===== src/rtl/pipe_pkg.sv =====
// Shared definitions for the pipeline stage register: FSM state encodings
// and default payload width.
package pipe_pkg;

  localparam int DATA_W_DEF = 96;

  typedef enum logic [1:0] {
    EMPTY = 2'd0,
    ONE   = 2'd1,
    TWO   = 2'd2
  } state_e;

endpackage


===== src/rtl/pipe_perf_cnt.sv =====
// Saturating 32-bit event counter clocked on the falling edge of Clk,
// used by pipe_stage_reg when PIPE_STAGE_PERF_EN is defined.
module pipe_perf_cnt (
  input  logic        Clk,
  input  logic        Clrn,
  input  logic        inc_i,
  output logic [31:0] cnt_o
);

  logic [31:0] cnt_q, cnt_d;

  always_comb begin
    cnt_d = cnt_q;
    if (inc_i && (cnt_q != 32'hFFFF_FFFF)) cnt_d = cnt_q + 32'd1;
  end

  always_ff @(negedge Clk or negedge Clrn) begin
    if (!Clrn) cnt_q <= '0;
    else       cnt_q <= cnt_d;
  end

  assign cnt_o = cnt_q;

endmodule


===== src/rtl/pipe_stage_reg.sv =====
// Two-entry skid-buffered pipeline stage, state updates on negedge Clk.
// Optional stall/flush counters are enabled with macro PIPE_STAGE_PERF_EN.
module pipe_stage_reg
  import pipe_pkg::*;
#(
  parameter int                DATA_W = DATA_W_DEF,
  parameter logic [DATA_W-1:0] BUBBLE = {DATA_W{1'b0}}
) (
  input  logic              Clk,
  input  logic              Clrn,
  input  logic              flush,
  input  logic              stall,
  input  logic              in_valid,
  output logic              in_ready,
  input  logic [DATA_W-1:0] in_data,
  output logic              out_valid,
  input  logic              out_ready,
  output logic [DATA_W-1:0] out_data,
  output logic [1:0]        occupancy
`ifdef PIPE_STAGE_PERF_EN
  ,
  output logic [31:0]       stall_cnt,
  output logic [31:0]       flush_cnt
`endif
);

  state_e            state_q, state_d;
  logic [DATA_W-1:0] main_q, main_d;
  logic [DATA_W-1:0] skid_q, skid_d;
  logic              in_ready_q, in_ready_d;
  logic              accept, rel;

  assign out_valid = (state_q != EMPTY);
  assign accept    = in_valid & in_ready_q;
  assign rel       = out_valid & out_ready & ~stall;

  always_comb begin
    state_d = state_q;
    main_d  = main_q;
    skid_d  = skid_q;
    if (flush) begin
      state_d = EMPTY;
      main_d  = BUBBLE;
      skid_d  = BUBBLE;
    end else begin
      case (state_q)
        EMPTY: begin
          if (accept) begin
            state_d = ONE;
            main_d  = in_data;
          end
        end
        ONE: begin
          if (accept && rel) begin
            main_d = in_data;
          end else if (accept) begin
            state_d = TWO;
            skid_d  = in_data;
          end else if (rel) begin
            state_d = EMPTY;
            main_d  = BUBBLE;
          end
        end
        TWO: begin
          // in_ready is low here, so only a release can move the state
          if (rel) begin
            state_d = ONE;
            main_d  = skid_q;
            skid_d  = BUBBLE;
          end
        end
        default: begin
          state_d = EMPTY;
          main_d  = BUBBLE;
          skid_d  = BUBBLE;
        end
      endcase
    end
    in_ready_d = (state_d != TWO);
  end

  always_ff @(negedge Clk or negedge Clrn) begin
    if (!Clrn) begin
      state_q    <= EMPTY;
      main_q     <= BUBBLE;
      skid_q     <= BUBBLE;
      in_ready_q <= 1'b1;
    end else begin
      state_q    <= state_d;
      main_q     <= main_d;
      skid_q     <= skid_d;
      in_ready_q <= in_ready_d;
    end
  end

  assign in_ready  = in_ready_q;
  assign out_data  = main_q;
  assign occupancy = state_q;

`ifdef PIPE_STAGE_PERF_EN
  pipe_perf_cnt u_stall_cnt (
    .Clk   (Clk),
    .Clrn  (Clrn),
    .inc_i (stall & out_valid),
    .cnt_o (stall_cnt)
  );

  pipe_perf_cnt u_flush_cnt (
    .Clk   (Clk),
    .Clrn  (Clrn),
    .inc_i (flush),
    .cnt_o (flush_cnt)
  );
`endif

endmodule


===== config.mk =====
export PLATFORM = sky130hd
export DESIGN_NAME = pipe_stage_reg
export DESIGN_NICKNAME = d
export VERILOG_FILES = /design/src/rtl/pipe_pkg.sv /design/src/rtl/pipe_perf_cnt.sv /design/src/rtl/pipe_stage_reg.sv
export SDC_FILE = /design/constraint.sdc
export NUM_CORES = 1
export LEC_CHECK = 0
export BUFFER_PORTS_ARGS = -buffer_cell sky130_fd_sc_hd__buf_2
export CAP_MARGIN = 20
export CELL_PAD_IN_SITES_DETAIL_PLACEMENT = 1
export CELL_PAD_IN_SITES_GLOBAL_PLACEMENT = 1
export CORE_UTILIZATION = 46
export CTS_BUF_LIST = sky130_fd_sc_hd__clkbuf_4
export DETAILED_ROUTE_END_ITERATION = 12
export PLACE_DENSITY_LB_ADDON = 0.1
export SYNTH_ARGS = -nofsm -noshare
export SYNTH_HDL_FRONTEND = slang
export SYNTH_SLANG_ARGS = --single-unit

===== constraint.sdc =====
create_clock -name Clk -period 2.6 [get_ports Clk]
set_input_delay 0.13 -clock Clk [delete_from_list [all_inputs] [get_ports Clk]]
set_output_delay 0.13 -clock Clk [all_outputs]
set_load 0.02 [all_outputs]

# Word level (Yosys, flattened, before mapping)
# Index checks and enable logic that the tools add are counted.
[word_totals]
elab_cells = 40
output_inout_bits = 100
regBits = 195
input_bits = 102
[classes]
n_bitwise = 4
eq_ne = 10
n_reduce_logical = 5
mux = 17
[ops]
columns = ["operator", "n"]
rows = [
  ["96-bit 2-to-1 mux", 8],
  ["96-bit case mux with 3 select lines", 2],
  ["2-bit 2-to-1 mux", 6],
  ["3-bit inequality test, second input constant", 4],
  ["4-bit inequality test, second input constant", 2],
  ["4-bit AND reduction", 2],
  ["2-bit case mux with 3 select lines", 1],
  ["2-bit inequality test, second input constant", 2],
  ["1-bit bitwise AND", 3],
  ["2-bit by 1-bit == test with 1-bit output, second input constant", 1],
  ["2-bit == test, second input constant", 1],
  ["2-bit zero test", 1],
  ["2-bit nonzero test", 1],
  ["1-bit logical AND", 1],
  ["1-bit inverter", 1],
]

# Logic depth before layout (Yosys ltp)
[depth]
ltp_word = 9
ltp_mapped = 8
mapped_depth_nobuf = 4

==> flow_summary.toml <==
[setup_path]
r2r-end = "out_data[62]$_DFFE_NN0P_"
path_class = "reg -> out"
crit_slowest_cell = "dfstp_2"
cp.arrival_ns = 2.58
rrSetupSlack_ns = 0.23
crit_family = "flip-flops"
crit_buf_inv = 1
rr_startpoint = "occupancy[0]$_DFF_NN0_"
startpoint_type = "register"
setup.worst_path.start = "in_ready$_DFF_NN1_"
worstRegToRegCells = 7
cp_max_fo = 2
crit_path_end_kind = "output pin"
worstPathCellList = "buf_6"
slowest_delay_ns = 0.58
required_ns = 2.47

[timing]
tightest_slew_ns = 0.723
setup_slack_ns = -0.113
setup_violations = 4
slew_violations = 0
hold_viol = 0
finClkSkew_ns = 0.0728
rsz0062_at_grt = "yes"
relSlewSlack = 0.518

[synthesis]
synth_top_cell_area_share = 0.464
synth_area_um2 = 10500
yosysUniqueCellTypes = 29
ys_seq_area_frac = 0.466
synth_top_cell_by_area = "dfrtn_1"
synthesis.nets = 1313
ys_top_cells_by_area = "dfrtn_1 (46%), a21oi_1 (9.2%), mux2i_1 (9.2%)"
synth_seq_cells = 195
ys.warnings.count = 0
syn_inst = 1211
syn-mean-instance-area_um2 = 8.65

[hold_path]
hold_end = "out_data[86]$_DFFE_NN0P_"
hold_path_class = "reg -> reg"
holdPathStages = 2
hold_path_startpoint = "out_data[86]$_DFFE_NN0P_"

[cells_and_area]
nets = 1469
fin_cells = 1664
final_util = 0.572
drive_gt1_frac = 0.218
final_cell_area_um2 = 12600
area_growth_pct = 20.6

[global_route]
antenna_found_initial = 4
grt_overflow_total = 0
grt_pass1_vias = 10104
grtUsageTotal = 0.289
grt_pass1_wl_um = 54300
grt_max_degree = 123

[route]
wl_per_cell_um = 19.9
first_pass_iters = 5
drt_iter0_markers = 516
vias_per_cell = 5.87
route.detailed.drc = 0
final_antenna_net_count = 0
vias = 9772
routed_wl_um = 33100

[floorplan]
ioPinCount = 202
core_um2 = 22100
dieArea_um2 = 23400
die_h_um = 153
num_rows = 54
die_w_um = 153
initial_utilization = 0.474

[placement]
port_buffers = 201
routabilityCongestion = 0.764
dpl_cell_area_um2 = 12000
place_inst = 1620
post-dp-hpwl_um = 20900

[cts]
worstSkewPairLatency_ns = 0.57
h-tree-depth = 4
cts_hold_buf = 0
cts_buffer_depth = 2
cts_tree = "built"
cts_sinks = 195
clk_pin_slew_ns = 0.11
numCtsBuffers = 17
cts_root_buffer = "clkbuf_4"

[pwr]
vdd_drop_max_v = 0.000285
powerDensity_nw_per_um2 = 537
power.leakage_nw = 5.65

[status]
status = "complete, but fails checks"
violations = "setup timing"

[flow_run]
drv_cap = 0
[cell type report]
class	count	area [um^2]
timing repair buffer	264	2120
tap	280	350
clock buffer	17	128
antenna	4	10.0
sequential	195	4880
inverter	98	368
multi-input combinational	790	4650
clock inverter	16	131
fill	2663	9460
[state kept, by name, summed over array words and instances (netlist names)]
name / flops
occupancy: 2
in_ready: 1
skid_q: 96
out_data: 96
[cell families (layout without fill, tap and decap cells)]
kind of cell | after synthesis | count (layout) | share of synthesized area
AOI/OAI and AO/OA | 487 | 487 | 0.270
buffers and inverters | 226 | 395 | 0.0940
DFF | 195 | 195 | 0.466
muxes | 96 | 96 | 0.0918
other | 0 | 4 | 0
and+or+nand+nor | 207 | 207 | 0.0779
[what timing repair did]
item | in CTS | in global routing
resized for setup | 50 | 43
setup buffers | 6 | 2
setup endpoints to repair | 34 | 54
[placed cells by master, fill, tap and decap left out, types with 2 or more instances in the layout]
| cell | instances |
|---|---|
| a21oi_1 | 193 |
| buf_12 | 28 |
| buf_2 | 138 |
| buf_4 | 64 |
| buf_6 | 33 |
| clkbuf_4 | 17 |
| clkinv_1 | 3 |
| clkinv_4 | 6 |
| dfrtn_1 | 194 |
| diode_2 | 4 |
| inv_1 | 99 |
| inv_6 | 2 |
| inv_8 | 2 |
| mux2i_1 | 96 |
| nand2_1 | 194 |
| nand2b_1 | 2 |
| nand4b_1 | 2 |
| nor2_4 | 3 |
| nor2b_1 | 2 |
| o21ai_0 | 173 |
| o21ai_1 | 21 |
| o32ai_1 | 96 |
[routing by layer]
metal	wire length (um)	part of all wire	GRT usage	vias up
met5	0	0	0	-
met4	466	0.014	0.0770	0
met3	1430	0.043	0.0397	35
met2	15800	0.48	0.476	252
met1	15300	0.46	0.401	4912
li1	-	-	-	4573
[cell usage after synthesis]
cell type and n:
and3_1 1, buf_6 5, buf_2 17, a211o_1 1, nor2b_1 2, a31oi_2 1
nand2_1 194, nor2_2 1, o21ai_1 21, clkbuf_1 78, buf_1 1, nand2b_1 2
and3b_1 1, clkbuf_4 1, o32ai_1 96, clkbuf_2 8, o21ai_0 173, a211oi_4 1
or2_2 1, a221o_1 1, inv_1 99, nor4bb_1 1, dfrtn_1 194, a21oi_1 193
buf_4 17, dfstp_2 1, nand4b_1 2, mux2i_1 96, nor2_1 2
[power breakdown]
group | total, W | switching [W] | leakage [nW] | internal [W]
registers | 0.00335 | 0.000113 | 2.67 | 0.00324
clock network | 0.00159 | 0.00118 | 0.141 | 0.000406
logic | 0.00184 | 0.00113 | 2.84 | 0.000708
[worst reg2reg max path: cells and delay by family, from the launching register on]
| family | cells | cell delay, ns |
|---|---|---|
| buf+inv | 3 | 1.02 |
| flops | 1 | 0.47 |
| compound gates | 2 | 0.40 |
| simple gates | 2 | 0.34 |
[metrics by stage]
stage	hold WS [ns]	setup TNS, ns	setup slack, ns	power (W)
floorplan	0.495	-1.68	-0.0418	0.00440
global placement	0.503	-17.16	-0.190	0.00511
detailed placement	0.516	-26.59	-0.236	0.00516
CTS	0.519	-0.480	-0.142	0.00679
global route	0.543	-0.733	-0.155	0.00711
finish	0.515	-0.317	-0.113	0.00678
[how the worst max path moves through the flow]
stage	end	cells past startpoint	slack, ns
5_1_grt	out_valid	2	-0.16
6_report	in_ready	1	-0.11
4_1_cts	out_valid	2	-0.14
3_3_place_gp	out_data[86]$_DFFE_NN0P_	8	-0.19
3_5_place_dp	out_data[62]$_DFFE_NN0P_	8	-0.24
2_1_floorplan	out_data[12]$_DFFE_NN0P_	7	-0.04
Power figures use the tool's default switching activity.
